<file path="src/rtl/alu_operand_stage.sv">
// Registered ALU operand selection between decode and execute: per-operand source
// mux (zero/PC/immediates/forwarded register) feeding an output register plus skid slot.

module alu_operand_sel #(
    parameter int XLEN   = 32,
    parameter int FWD_EN = 1,
    parameter int IS_B   = 0
) (
    input  logic [31:0]     instr,
    input  logic [XLEN-1:0] pc,
    input  logic [2:0]      src,
    input  logic [XLEN-1:0] rs_data,
    input  logic            fwd_ex_valid,
    input  logic [4:0]      fwd_ex_rd,
    input  logic [XLEN-1:0] fwd_ex_data,
    input  logic            fwd_wb_valid,
    input  logic [4:0]      fwd_wb_rd,
    input  logic [XLEN-1:0] fwd_wb_data,
    output logic [XLEN-1:0] opnd
);
    logic [4:0]      rs;
    logic [XLEN-1:0] reg_val;
    logic [63:0]     sel64;

    assign rs = (IS_B != 0) ? instr[24:20] : instr[19:15];

    always_comb begin
        reg_val = rs_data;
        if (rs == 5'd0)
            reg_val = '0;
        else if ((FWD_EN != 0) && fwd_ex_valid && (fwd_ex_rd == rs))
            reg_val = fwd_ex_data;
        else if ((FWD_EN != 0) && fwd_wb_valid && (fwd_wb_rd == rs))
            reg_val = fwd_wb_data;
    end

    // Immediates are built at 64 bits and truncated, so one form serves both XLENs.
    always_comb begin
        sel64 = '0;
        case (src)
            3'b000: sel64 = '0;
            3'b001: sel64 = 64'(pc);
            3'b010: sel64 = {{52{instr[31]}}, instr[31:20]};
            3'b011: sel64 = {{52{instr[31]}}, instr[31:25], instr[11:7]};
            3'b100: sel64 = {{32{instr[31]}}, instr[31:12], 12'b0};
            3'b101: sel64 = {{51{instr[31]}}, instr[31], instr[7], instr[30:25], instr[11:8], 1'b0};
            3'b110: sel64 = {{43{instr[31]}}, instr[31], instr[19:12], instr[20], instr[30:21], 1'b0};
            default: sel64 = 64'(reg_val);
        endcase
    end

    assign opnd = sel64[XLEN-1:0];
endmodule

module alu_operand_stage #(
    parameter int XLEN   = 32,
    parameter int FWD_EN = 1
) (
    input  logic            clk,
    input  logic            rst_n,
    input  logic            flush,
    input  logic            in_valid,
    output logic            in_ready,
    input  logic [31:0]     in_instr,
    input  logic [XLEN-1:0] in_pc,
    input  logic [2:0]      in_src_a,
    input  logic [2:0]      in_src_b,
    input  logic [XLEN-1:0] in_rs1_data,
    input  logic [XLEN-1:0] in_rs2_data,
    input  logic            fwd_ex_valid,
    input  logic [4:0]      fwd_ex_rd,
    input  logic [XLEN-1:0] fwd_ex_data,
    input  logic            fwd_wb_valid,
    input  logic [4:0]      fwd_wb_rd,
    input  logic [XLEN-1:0] fwd_wb_data,
    output logic            out_valid,
    input  logic            out_ready,
    output logic [XLEN-1:0] out_a,
    output logic [XLEN-1:0] out_b,
    output logic [31:0]     out_instr,
    output logic [XLEN-1:0] out_pc
);
    typedef struct packed {
        logic [XLEN-1:0] a;
        logic [XLEN-1:0] b;
        logic [31:0]     instr;
        logic [XLEN-1:0] pc;
    } entry_t;

    logic [1:0][2:0]      src;
    logic [1:0][XLEN-1:0] rs_data;
    logic [1:0][XLEN-1:0] opnd;
    entry_t               new_e, out_q, skid_q;
    logic                 skid_valid, accept, out_free;

    assign src     = {in_src_b, in_src_a};
    assign rs_data = {in_rs2_data, in_rs1_data};

    for (genvar g = 0; g < 2; g++) begin : g_sel
        alu_operand_sel #(.XLEN(XLEN), .FWD_EN(FWD_EN), .IS_B(g)) u_sel (
            .instr(in_instr), .pc(in_pc), .src(src[g]), .rs_data(rs_data[g]),
            .fwd_ex_valid(fwd_ex_valid), .fwd_ex_rd(fwd_ex_rd), .fwd_ex_data(fwd_ex_data),
            .fwd_wb_valid(fwd_wb_valid), .fwd_wb_rd(fwd_wb_rd), .fwd_wb_data(fwd_wb_data),
            .opnd(opnd[g])
        );
    end

    assign new_e    = '{a: opnd[0], b: opnd[1], instr: in_instr, pc: in_pc};
    assign in_ready = !skid_valid;
    assign accept   = in_valid && !skid_valid;
    assign out_free = !out_valid || out_ready;

    // Skid only fills while the output is stalled, so a full skid implies a full output.
    always_ff @(posedge clk or negedge rst_n) begin
        if (!rst_n) begin
            out_valid  <= 1'b0;
            skid_valid <= 1'b0;
            out_q      <= '0;
            skid_q     <= '0;
        end else if (flush) begin
            out_valid  <= 1'b0;
            skid_valid <= 1'b0;
        end else if (out_free) begin
            if (skid_valid) begin
                out_q      <= skid_q;
                out_valid  <= 1'b1;
                skid_valid <= 1'b0;
            end else if (accept) begin
                out_q     <= new_e;
                out_valid <= 1'b1;
            end else begin
                out_valid <= 1'b0;
            end
        end else if (accept) begin
            skid_q     <= new_e;
            skid_valid <= 1'b1;
        end
    end

    assign out_a     = out_q.a;
    assign out_b     = out_q.b;
    assign out_instr = out_q.instr;
    assign out_pc    = out_q.pc;
endmodule

</file>
<file path="config.mk">
export PLATFORM = sky130hd
export DESIGN_NAME = alu_operand_stage
export DESIGN_NICKNAME = d
export VERILOG_FILES = /design/src/rtl/alu_operand_stage.sv
export SDC_FILE = /design/constraint.sdc
export NUM_CORES = 1
export LEC_CHECK = 0
export ABC_AREA = 0
export CORE_MARGIN = 2
export CORE_UTILIZATION = 51
export CTS_CLUSTER_SIZE = 12
export DETAILED_ROUTE_END_ITERATION = 7
export PLACE_DENSITY = 0.81
export SYNTH_ARGS = -nofsm -noshare
export SYNTH_HDL_FRONTEND = slang
export SYNTH_SLANG_ARGS = --single-unit
</file>
<file path="constraint.sdc">
create_clock -name clk -period 2.01 [get_ports clk]
set_input_delay 0.201 -clock clk [delete_from_list [all_inputs] [get_ports clk]]
set_output_delay 0.201 -clock clk [all_outputs]
set_load 0.005 [all_outputs]
</file>
==> impl.org <==
** Run status
- The run finished with clean final reports.

** Cells and area
- Core utilization of the finished layout :: 0.736
- Summing all flip-flop and latch instances after layout gives 6460 µm².
- After the last flow step, the layout net total stands at 2355.
- Count of inserted antenna diode cells :: 0
- The top cell types in the final layout, fill and taps aside, are 342 x clkdlybuf4s50_1, 291 x nand2_1, 257 x dfrtp_1.
- Of the cells placed in the final design, the portion with a size suffix greater than 1 is 0.160.
- Layout Cell Area excl Fill :: 21100 µm²
- Once layout is complete, the cells apart from fillers number 2544.
- The library cell used most frequently in the layout, excluding fill and tap cells, is clkdlybuf4s50_1.
- Summing all multi-input logic gate instances after layout gives 7630 µm².
- From synthesis to final layout, the design area changed by 42.2%.
- Total of fill cells in the finished design :: 2127

** Clock tree
- TritonCTS created 29 clock buffers.
- The clock drives 258 sinks.
- The tree is rooted in a clkbuf_16.
- Reg clk slew, reported paths :: 0.06 ns
- H-tree depth :: 1
- Clock latency on the worst-skew pair, taken at its later pin, is 0.55 ns.
- In this run the deepest clock path goes through 3 buffers.
- TritonCTS built the clock tree.

** Place
- Post-detail-place hpwl :: 44600 µm
- Post-DP Area :: 20200 µm²
- Count of port buffers added during placement :: 344
- Worst slack after detailed placement :: -0.443 ns
- Global placement routability congestion :: 1.01
- Cells after DPL :: 2491

** Power
- The worst-case IR drop observed on VDD is 0.000702 V.
- Dividing total power by cell area gives a power density of 804 nW/µm².
- Power consumption :: 17.0 mW
- The analysis attributes to cell leakage a power of 8.76 nW.

** Critical path
- Crit. End Element :: output pin
- Startpoint kind of the worst setup timing path :: flip-flop
- Worst EP required :: 1.81 ns
- The startpoint identified for the worst register-to-register timing path is skid_valid.
- The endpoint identified for the worst register-to-register timing path is out_instr[17].
- The most critical setup path has its endpoint at in_ready.
- Critical path start-end classification :: reg -> out
- Cell count of the worst reg-to-reg path :: 4
- Start point of the critical path :: skid_valid
- Arrival @ worst endpoint :: 1.77 ns
- The worst register-to-register path has a setup slack of 0.07 ns.
- Crit path max fanout :: 15

** Drt
- The first detailed-routing pass took 6 iterations.
- Average routed wire per standard cell :: 24.5 µm
- The detail route stage leaves a number of antenna-violating nets equal to 0.
- The detailed router placed 16487 vias in this run.
- Residual DRC count :: 0
- Number of violations reported at the end of detailed-routing iteration 0 :: 2267
- The routed design has 62200 µm of wire.
- In the routed layout, each cell is associated on average with a via count of 6.48.

** Floorplan
- Full die area :: 30500 µm²
- In this run the standard cell core region covers 28700 µm².
- The floorplan step set the die width to 175 µm.
- IO Pins :: 345
- Chip Height :: 175 µm
- The initial utilization of the core area, before any placement, comes to 0.518.
- The initialized floorplan defines 62 standard-cell rows.

** STA
- Final Max Tran Viols :: 0
- Setup repair after global routing left no endpoint under its margin.
- Final Critical Period :: 1.97 ns
- The final hold violation count was 0.
- For this run, the top clock speed supported by timing is 0.508 GHz.
- Worst path setup slack after routing :: 0.0427 ns
- At the pin with the least slew margin, the transition time is 0.647 ns.
- Fraction of the cycle the final worst path needs :: 0.979
- Setup violations remaining at the end of the flow were counted as 0.
- Final worst clock skew :: 0.00731 ns
- Relative max-transition margin :: 0.569

** Logic synthesis
- Yosys Warn Count :: 0
- The synthesized netlist contains 54 unique library cells.
- Yosys mapped a number of flops with a built-in enable equal to 0.
- The mapped netlist covers 14900 µm².
- A synthesized cell averages 8.55 µm².
- Proportion of synthesized chip area in sequential cells :: 0.434
- Counting every instance in the synthesized netlist gives 1739.
- Counting flops with an async set or reset pin after synthesis yields a share of 1.00.
- Number of storage elements in the synthesis netlist :: 258
- The most used flip-flop cell after synthesis is dfrtp_1.
- Syn Nets :: 1954

** Job
- Maximum capacitance violations :: 0

** Global routing
- The initial antenna violation count came to 0.
- The first global-routing pass estimated 93900 µm of wire.
- Vias in the first global route :: 15946
- Overall fraction of global-route tracks in use :: 0.397
- Pin count of the biggest net entering global routing :: 117
- The total overflow left after global routing is 0.

** Worst hold path
- Class of the most critical hold timing path :: in -> reg
[cell families after synthesis]
group,count (synthesis),share of synthesized area
buffers and inverters,193,0.0533
flip-flops,258,0.434
AND/OR/NAND/NOR,637,0.199
AO/OA/AOI/OAI,556,0.251
multiplexers,75,0.0511
XOR/XNOR,20,0.0118
[flip-flops by register name (all words and copies together) (netlist names)]
| name | cells |
|---|---|
| out_valid | 1 |
| out_pc | 32 |
| skid_q | 128 |
| out_b | 32 |
| skid_valid | 1 |
| out_a | 32 |
| out_instr | 32 |
[metal layers]
layer / track usage / up-vias / routed length (µm)
met1: 0.516 / 7933 / 23200
li1: - / 7144 / -
met4: 0.223 / 0 / 4430
met5: 0 / - / 0
met2: 0.635 / 1138 / 28600
met3: 0.0629 / 272 / 6060
[how the worst min path moves through the flow]
| stage | startpoint | end | slack [ns] | cells after the start |
|---|---|---|---|---|
| global placement | rst_n | skid_q[119] | 0.22 | 1 |
| detailed placement | rst_n | skid_q[119] | 0.23 | 1 |
| CTS | fwd_wb_valid | out_b[23] | 0.19 | 4 |
| floorplan | rst_n | out_a[0] | -0.09 | 0 |
| global route | in_instr[4] | skid_q[36] | 0.21 | 3 |
| finish | fwd_wb_valid | out_b[23] | 0.21 | 4 |
[cell type report]
cell class	count	area share
Tap cell	384	0.0227
Sequential cell	258	0.306
Clock buffer	42	0.0400
Inverter	6	0.00124
Timing Repair Buffer	557	0.265
Clock inverter	9	0.00480
Multi-Input combinational cell	1288	0.361
[stage by stage]
stage / hold slack (ns) / setup TNS [ns]
floorplan: -0.0946 / 0
global placement: 0.216 / -31.22
detailed placement: 0.234 / -35.91
CTS: 0.188 / 0
global route: 0.214 / 0
finish: 0.211 / 0
[cell usage after synthesis (9+ instances only)]
cell type / count / area (µm²)
xor2_1: 10 / 87.6
a311o_1: 29 / 290
and3_1: 44 / 275
o21a_1: 9 / 67.6
o22ai_1: 10 / 62.6
or3_1: 27 / 169
nand3_1: 43 / 215
a22oi_1: 17 / 128
a31oi_1: 78 / 488
a221oi_1: 19 / 166
nand4_1: 63 / 394
o21bai_1: 9 / 67.6
clkbuf_1: 140 / 526
dfrtp_1: 258 / 6460
a21oi_1: 66 / 330
o211ai_1: 20 / 150
o21ai_0: 174 / 871
nor2b_1: 45 / 282
xnor2_1: 10 / 87.6
nand2_1: 292 / 1100
mux2i_1: 68 / 681
buf_2: 26 / 130
buf_1: 11 / 41.3
nor2_1: 105 / 394
a31o_2: 68 / 596
o211a_1: 9 / 90.1
[report_power, final]
group	switching (mW)	leakage (nW)	internal (mW)
logic	2.21	5.16	2.41
registers	0.724	3.13	6.29
clock network	2.20	0.467	3.15
[critical path, stage by stage, from the launching register on]
cell             delay [ns]
dfrtp_4                0.58
clkinvlp_4             0.12
clkdlybuf4s50_1        0.51
[timing repair]
item,CTS,global route
endpoints found under the hold margin,56,0
setup endpoints to repair,1,1
pin swaps,0,0
hold buffers,1,0
gates resized for setup,1,1
setup buffers,1,0
Note: power is estimated with default switching activity, not from simulation.
